### src/rtl/sort8_stream_ctrl.sv
// Byte-serial streaming wrapper around the 8-input descending sorter m8.
// A frame of 8 bytes is loaded, sorted in a single cycle, then drained one
// byte per output transfer. Only one frame is in flight at a time.

// Combinational 8-input, 8-bit descending sorter (y1 largest, y8 smallest).
module m8 (
  input  logic [7:0] a,
  input  logic [7:0] b,
  input  logic [7:0] c,
  input  logic [7:0] d,
  input  logic [7:0] e,
  input  logic [7:0] f,
  input  logic [7:0] g,
  input  logic [7:0] h,
  output logic [7:0] y1,
  output logic [7:0] y2,
  output logic [7:0] y3,
  output logic [7:0] y4,
  output logic [7:0] y5,
  output logic [7:0] y6,
  output logic [7:0] y7,
  output logic [7:0] y8
);
  logic [7:0] v [8];
  logic [7:0] tmp;

  // Odd-even transposition network: 8 rounds fully order 8 elements.
  always_comb begin
    v[0] = a; v[1] = b; v[2] = c; v[3] = d;
    v[4] = e; v[5] = f; v[6] = g; v[7] = h;
    tmp  = '0;
    for (int r = 0; r < 8; r++) begin
      for (int i = r % 2; i < 7; i += 2) begin
        if (v[i] < v[i+1]) begin
          tmp    = v[i];
          v[i]   = v[i+1];
          v[i+1] = tmp;
        end
      end
    end
  end

  assign y1 = v[0];
  assign y2 = v[1];
  assign y3 = v[2];
  assign y4 = v[3];
  assign y5 = v[4];
  assign y6 = v[5];
  assign y7 = v[6];
  assign y8 = v[7];
endmodule

// state | meaning
// LOAD  | accepting input bytes into bank slots 0..7
// SORT  | one cycle: sorter output captured from the stable bank
// DRAIN | emitting captured bytes, one per output transfer
module sort8_stream_ctrl #(
  parameter bit ASCEND = 1'b0,
  parameter int CNT_W  = 16
) (
  input  logic             clk,
  input  logic             rst_n,
  input  logic             in_valid,
  output logic             in_ready,
  input  logic [7:0]       in_data,
  output logic             out_valid,
  input  logic             out_ready,
  output logic [7:0]       out_data,
  output logic             out_last,
  input  logic             abort,
  output logic             busy,
  output logic [CNT_W-1:0] frame_cnt
);
  typedef enum logic [1:0] {LOAD, SORT, DRAIN} state_t;

  state_t     state;
  logic [2:0] load_idx;
  logic [2:0] out_idx;
  logic [7:0] bank [8];
  logic [7:0] cap  [8];
  logic [7:0] y    [8];
  logic [2:0] sel;

  m8 u_m8 (
    .a (bank[0]), .b (bank[1]), .c (bank[2]), .d (bank[3]),
    .e (bank[4]), .f (bank[5]), .g (bank[6]), .h (bank[7]),
    .y1(y[0]), .y2(y[1]), .y3(y[2]), .y4(y[3]),
    .y5(y[4]), .y6(y[5]), .y7(y[6]), .y8(y[7])
  );

  // Ascending order is just the descending capture read back to front.
  assign sel      = ASCEND ? (3'd7 - out_idx) : out_idx;
  assign out_data = out_valid ? cap[sel] : 8'd0;

  // Sequencer; handshake flags are registered alongside the state so that
  // ready/valid never depend combinationally on the opposite handshake.
  always_ff @(posedge clk or negedge rst_n) begin
    if (!rst_n) begin
      state     <= LOAD;
      load_idx  <= '0;
      out_idx   <= '0;
      in_ready  <= 1'b1;
      out_valid <= 1'b0;
      out_last  <= 1'b0;
      busy      <= 1'b0;
      frame_cnt <= '0;
      for (int i = 0; i < 8; i++) begin
        bank[i] <= '0;
        cap[i]  <= '0;
      end
    end else if (abort) begin
      state     <= LOAD;
      load_idx  <= '0;
      out_idx   <= '0;
      in_ready  <= 1'b1;
      out_valid <= 1'b0;
      out_last  <= 1'b0;
      busy      <= 1'b0;
    end else begin
      case (state)
        LOAD: begin
          if (in_valid && in_ready) begin
            bank[load_idx] <= in_data;
            load_idx       <= load_idx + 3'd1;
            if (load_idx == 3'd7) begin
              state    <= SORT;
              in_ready <= 1'b0;
              busy     <= 1'b1;
            end
          end
        end
        SORT: begin
          for (int i = 0; i < 8; i++) cap[i] <= y[i];
          state     <= DRAIN;
          out_idx   <= '0;
          out_valid <= 1'b1;
          out_last  <= 1'b0;
        end
        DRAIN: begin
          if (out_valid && out_ready) begin
            if (out_idx == 3'd7) begin
              state     <= LOAD;
              out_idx   <= '0;
              out_valid <= 1'b0;
              out_last  <= 1'b0;
              in_ready  <= 1'b1;
              busy      <= 1'b0;
              frame_cnt <= frame_cnt + CNT_W'(1);
            end else begin
              out_idx  <= out_idx + 3'd1;
              out_last <= (out_idx == 3'd6);
            end
          end
        end
        default: begin
          state     <= LOAD;
          load_idx  <= '0;
          out_idx   <= '0;
          in_ready  <= 1'b1;
          out_valid <= 1'b0;
          out_last  <= 1'b0;
          busy      <= 1'b0;
        end
      endcase
    end
  end
endmodule

### config.mk
export PLATFORM = sky130hd
export DESIGN_NAME = sort8_stream_ctrl
export DESIGN_NICKNAME = d
export VERILOG_FILES = /design/src/rtl/sort8_stream_ctrl.sv
export SDC_FILE = /design/constraint.sdc
export NUM_CORES = 1
export LEC_CHECK = 0
export ABC_AREA = 1
export CAP_MARGIN = 20
export CELL_PAD_IN_SITES_DETAIL_PLACEMENT = 2
export CELL_PAD_IN_SITES_GLOBAL_PLACEMENT = 2
export CORE_MARGIN = 3
export CORE_UTILIZATION = 30
export CTS_BUF_LIST = sky130_fd_sc_hd__clkbuf_16
export DETAILED_ROUTE_END_ITERATION = 8
export GPL_TIMING_DRIVEN = 0
export PLACE_DENSITY_LB_ADDON = 0.1
export SYNTH_ARGS = -nofsm -noshare
export SYNTH_HDL_FRONTEND = slang
export SYNTH_SLANG_ARGS = --single-unit
### constraint.sdc
create_clock -name clk -period 18.3 [get_ports clk]
set_clock_uncertainty 0.15 [all_clocks]
set_input_delay 3.66 -clock clk [delete_from_list [all_inputs] [get_ports clk]]
set_output_delay 3.66 -clock clk [all_outputs]
set_load 0.01 [all_outputs]
* After elaboration in Yosys (flattened, before gate mapping)
Index checks and enable logic that the tools add are counted.
** Word-level totals
- Flip-flop bits (word level) :: 156
- Bits in latches :: 0
- Memory bits (writable) :: 0
- ROM bits :: 0
- Output and inout bits :: 28
- Word-level logic and storage cells :: 152
- Memories kept :: 0
** Cells by class
- $add $sub $neg :: 3
- $mul :: 0
- Divide/modulo/power cells :: 0
- Order comparisons :: 31
- Equality and inequality tests :: 12
- Shift-type cells :: 0
- Mux-type cells :: 66
- Bitwise operators :: 3
- Reductions and logical operators :: 13
** Operators with widths (count)
- 16-bit two-way mux :: 28
- 8-bit less-than comparator :: 28
- 64-bit bitwise mux :: 1
- 8-bit two-way mux :: 4
- 8-bit binary-select mux with 3-bit select :: 1
- 8-bit demux with 3-bit select :: 1
- 16-bit by 1-bit adder with 16-bit output (second input constant) :: 1
- 3-bit two-way mux :: 5
- 1-bit two-way mux :: 14
- 3-bit != test (second input constant) :: 4
- 3-bit case mux with 2 select lines :: 2
- 2-bit two-way mux :: 5
- 3-bit == test (second input constant) :: 3
- 1-bit case mux with 3 select lines :: 3
- 4-bit greater-or-equal comparator (second input constant) :: 2
- 3-bit NOT with 4-bit output :: 2
- 4-bit AND reduction :: 2
- 3-bit by 1-bit adder with 3-bit output (second input constant) :: 2
- 2-bit case mux with 3 select lines :: 1
- 2-bit AND reduction :: 3
- 3-bit AND reduction :: 2
- 5-bit AND reduction :: 1
- 4-bit by 1-bit less-than comparator with 1-bit output (second input constant) :: 1
- 2-bit != test (second input constant) :: 2
- other kinds (8) :: 10

* Depth between registers and ports, before layout
- Depth after elaboration :: 16
- Gate-level depth with buffers :: 91
- Depth with buffers taken out :: 84

* Modules after synthesis
A second synthesis with hierarchy kept.
** Unflattened totals
- Cell total of the unflattened synthesis :: 2851
- Area total of the unflattened synthesis :: 17515.5 µm²
** By module, submodules not included
- m8 :: times used 1, cells each 2028, area each 10387.5 µm², seq. area each 0.0 µm²
- sort8_stream_ctrl :: times used 1, cells each 823, area each 7128.1 µm², seq. area each 3905.0 µm²

* Worst setup path before layout
No wires, ideal clock.
- Path kind :: reg2reg
- Start point :: register bank[21] (netlist bit)
- End point :: register cap[22] (netlist bit)
- Setup time :: 117 ps
- Arrival :: 13110 ps
- Path slack :: 4922 ps
- Cell stages (with the launch flop) :: 70
- Period minus slack after synthesis :: 13378 ps
- Path through :: dfrtp_1 > inv_1 > ha_1 > a21oi_2 > nor2_1 > nor3_4 > nand2_4 > buf_2 > o21ai_0 > ha_1 > a21oi_1 > nor2_1 > a211oi_1 > nand2_2 > buf_6 > inv_1 > clkbuf_1 > nand2_1 > [... 34 more ...] > nand2_1 > o21ai_0 > ha_1 > a21oi_1 > nor2_1 > a211oi_1 > nand2_2 > buf_4 > o21ai_0 > inv_1 > ha_1 > nand2_1 > nor2_1 > a211oi_2 > dlygate4sd1_1 > nand3_1 > nand3_1 > nand2_1
** On the way
- Word-level cells in the longest chain between the ends :: 16
** RTL lines
- from (decl) :: line 79 : logic [7:0] bank [8];
- from (signal, indexed assignment) :: line 123 : bank[load_idx] <= in_data;
- 8-bit less-than comparator :: line 34 : if (v[i] < v[i+1]) begin
- 16-bit two-way mux (*) :: line 34
- 8-bit less-than comparator :: line 34
- 16-bit two-way mux :: line 34
- 8-bit less-than comparator :: line 34
- 16-bit two-way mux :: line 34
- 8-bit less-than comparator :: line 34
- 16-bit two-way mux :: line 34
- 8-bit less-than comparator :: line 34
- 16-bit two-way mux :: line 34
- 8-bit less-than comparator :: line 34
- 16-bit two-way mux :: line 34
- 8-bit less-than comparator :: line 34
- 16-bit two-way mux :: line 34
- 8-bit less-than comparator :: line 34
- 16-bit two-way mux (*) :: line 34
- to (signal, indexed assignment) :: line 109 : cap[i] <= '0;
- to (decl) :: line 80 : logic [7:0] cap [8];
Every way passes the cells marked *; elsewhere a longest branch is shown, timed or not.
A chain may end at the register's enable or synchronous reset.

* Worst setup path in the final report
- Start point :: register bank[39] (netlist bit)
- End point :: register cap[14] (netlist bit)
Same word-level chain as after synthesis.

==> impl_metrics.json <==
{
  "status": "finished clean",
  "cts.sinks": 156,
  "cp_common_cell": "ha_1",
  "synth_area_sq_um": 16800,
  "drtPass1Iterations": 4,
  "min_path_type": "reg -> reg",
  "postSynthAreaPerCell_sq_um": 6.20,
  "tightest_slew_ps": 996,
  "fin_crit_sh": 0.902,
  "vias": 18100,
  "required_ps": 18520,
  "row_count": 85,
  "drt_wl_total_um": 65000,
  "critPathSlowestCell": "a211oi_1",
  "area_growth_pct": 11.5,
  "dp_hpwl_um": 54100,
  "synth_cells": 2701,
  "cts.path.max_buffers": 2,
  "met2WireLength_um": 33500,
  "synth.distinct_cells": 41,
  "die_area_sq_um": 58700,
  "hold_viol": 0,
  "fp.dieH_um": 242,
  "grt_pass1_wl_um": 106000,
  "wl_met1_um": 29300,
  "synth_edf_count": 0,
  "ys.flop_type": "dfrtp_1",
  "grt.total_usage": 0.223,
  "critPathLaunchType": "flop",
  "synth_top_area_cell": "dfrtp_1",
  "fmax_mhz": 60.6,
  "dr_wl_met3_um": 973,
  "synth_top_area_frac": 0.231,
  "cts_root_buf": "clkbuf_16",
  "antenna_found_initial": 0,
  "synthArstFlopShare": 1.00,
  "drcViolationCount": 0,
  "yosysSeqAreaShare": 0.233,
  "cts_buffers": 17,
  "tns_ps": 0,
  "cts_tree": "yes",
  "ys_ff_latch": 156,
  "nFillCells": 6769,
  "yosys_warnings": 0,
  "fp.dieW_um": 242,
  "core-area_sq_um": 54600,
  "setup-violations-final": 0,
  "postCtsSetupBuffers": 0,
  "path_class": "reg -> reg",
  "portBuffers": 40,
  "io_pins": 41,
  "rrSetupSlack_ps": 1790,
  "critPathArrivalTime_ps": 16730,
  "viasPerCell": 5.15,
  "crit_fanout": 10,
  "place_congestion": 0.856,
  "ant_nets": 0,
  "post_drt_wl_per_cell_um": 18.5,
  "drive_gt1_frac": 0.0594,
  "worst_skew_pair.late_latency_ps": 470,
  "grt_max_degree": 84,
  "drt_iter0_drc": 641,
  "rsz0062_at_grt": "no",
  "initial_utilization": 0.307,
  "highest_layer": "met4",
  "cpPeakStageDelay_ps": 780,
  "clk_pin_slew_ps": 70,
  "netlist_top_cells_count": "nand2_1 (978), o21ai_0 (394), inv_1 (245), nand3_1 (228), ha_1 (170)",
  "synthTopCellsByArea": "dfrtp_1 (23%), nand2_1 (22%), ha_1 (13%)",
  "maxCapViolations": 0,
  "slew_headroom": 0.332,
  "endpoint_kind": "flop",
  "overflow": 0,
  "syn_nets": 2884,
  "finalCriticalPeriod_ps": 16510,
  "slew_viol_final": 0,
  "htree_levels": 4,
  "grt_pass1_vias": 19600,
  "yosysMostFrequentCell": "nand2_1",
  "fin_nets": 2947
}
-- flip-flops by register name (all words and copies together) (netlist names) --
name       cells
bank          64
cap           64
frame_cnt     16
load_idx       3
out_idx        3
state          2
busy           1
in_ready       1
out_last       1
out_valid      1
-- routing by layer --
| metal | global-route usage | vias to the layer above |
|---|---|---|
| met2 | 0.418 | 112 |
| met5 | 0 | - |
| li1 | - | 8990 |
| met1 | 0.269 | 8954 |
| met3 | 0.0262 | 56 |
| met4 | 0.0571 | 0 |
-- area by class of cell --
class                           instances  area (sq um)  share of cell area
Tap cell                              739           925              0.0495
Antenna cell                            1          2.50            0.000134
Sequential cell                       156          3910               0.209
Buffer                                 94           494              0.0265
Multi-Input combinational cell       2186         11400               0.609
Clock inverter                         15           114             0.00610
Inverter                              265           995              0.0533
Clock buffer                           17           425              0.0228
Timing Repair Buffer                   44           448              0.0240
-- final timing paths --
kind / start / endpoint / depth (start not counted)
max: bank[39]$_DFFE_PN0P_ / cap[14]$_DFFE_PN0P_ / 68
min: frame_cnt[15]$_DFFE_PN0P_ / frame_cnt[15]$_DFFE_PN0P_ / 1
max reg2reg: bank[39]$_DFFE_PN0P_ / cap[14]$_DFFE_PN0P_ / 68
min reg2reg: frame_cnt[15]$_DFFE_PN0P_ / frame_cnt[15]$_DFFE_PN0P_ / 1
max in group asynchronous: rst_n / bank[26]$_DFFE_PN0P_ / 2
min in group asynchronous: rst_n / cap[58]$_DFFE_PN0P_ / 1
-- metrics by stage --
step	utilization	instance area [sq um]	hold WS [ps]	std cells	setup WS, ps
2_1_floorplan	-	16800	294	2701	4920
3_3_place_gp	0.331	18100	307	3480	1900
3_5_place_dp	0.332	18100	315	3481	1080
4_1_cts	0.342	18700	333	3513	1040
5_1_grt	0.342	18700	361	3516	102
6_report	0.342	18700	325	3517	1790
-- worst max-delay path: cells and delay by family (launching register included) --
kind | cells | cell delay (ps)
AO/OA/AOI/OAI | 21 | 7240
buffers and inverters | 17 | 3500
adder cells (fa/ha/maj) | 8 | 2760
AND/OR/NAND/NOR | 22 | 2300
flip-flops | 1 | 420
-- cell usage in the layout (no fill, tap or decap), types with 13 or more instances in the layout --
master,n
a211oi_1,17
a21oi_1,89
buf_2,14
clkbuf_1,61
clkbuf_16,17
clkdlybuf4s50_1,39
dfrtp_1,155
ha_1,170
inv_1,247
inv_2,14
nand2_1,978
nand2_2,47
nand2_4,29
nand3_1,228
nand3b_1,14
nor2_1,123
nor3_1,14
o21ai_0,394
o21ai_1,13
-- kinds of logic after synthesis --
logic type,count (synthesis),share of synthesized area
XOR/XNOR,14,0.00732
buffers and inverters,359,0.0889
AND/OR/NAND/NOR,1452,0.371
flip-flops,156,0.233
adder cells (fa/ha/maj),170,0.127
AO/OA/AOI/OAI,549,0.173
multiplexers,1,0.000672
-- repair_timing --
item                                    in CTS  in global routing
hold buffers                                 0                  0
resized for setup                            0                  1
endpoints found under the setup margin       0                 30
Power is not shown: default switching activity piles up to over one toggle a cycle in this logic, so the estimate is an artifact.
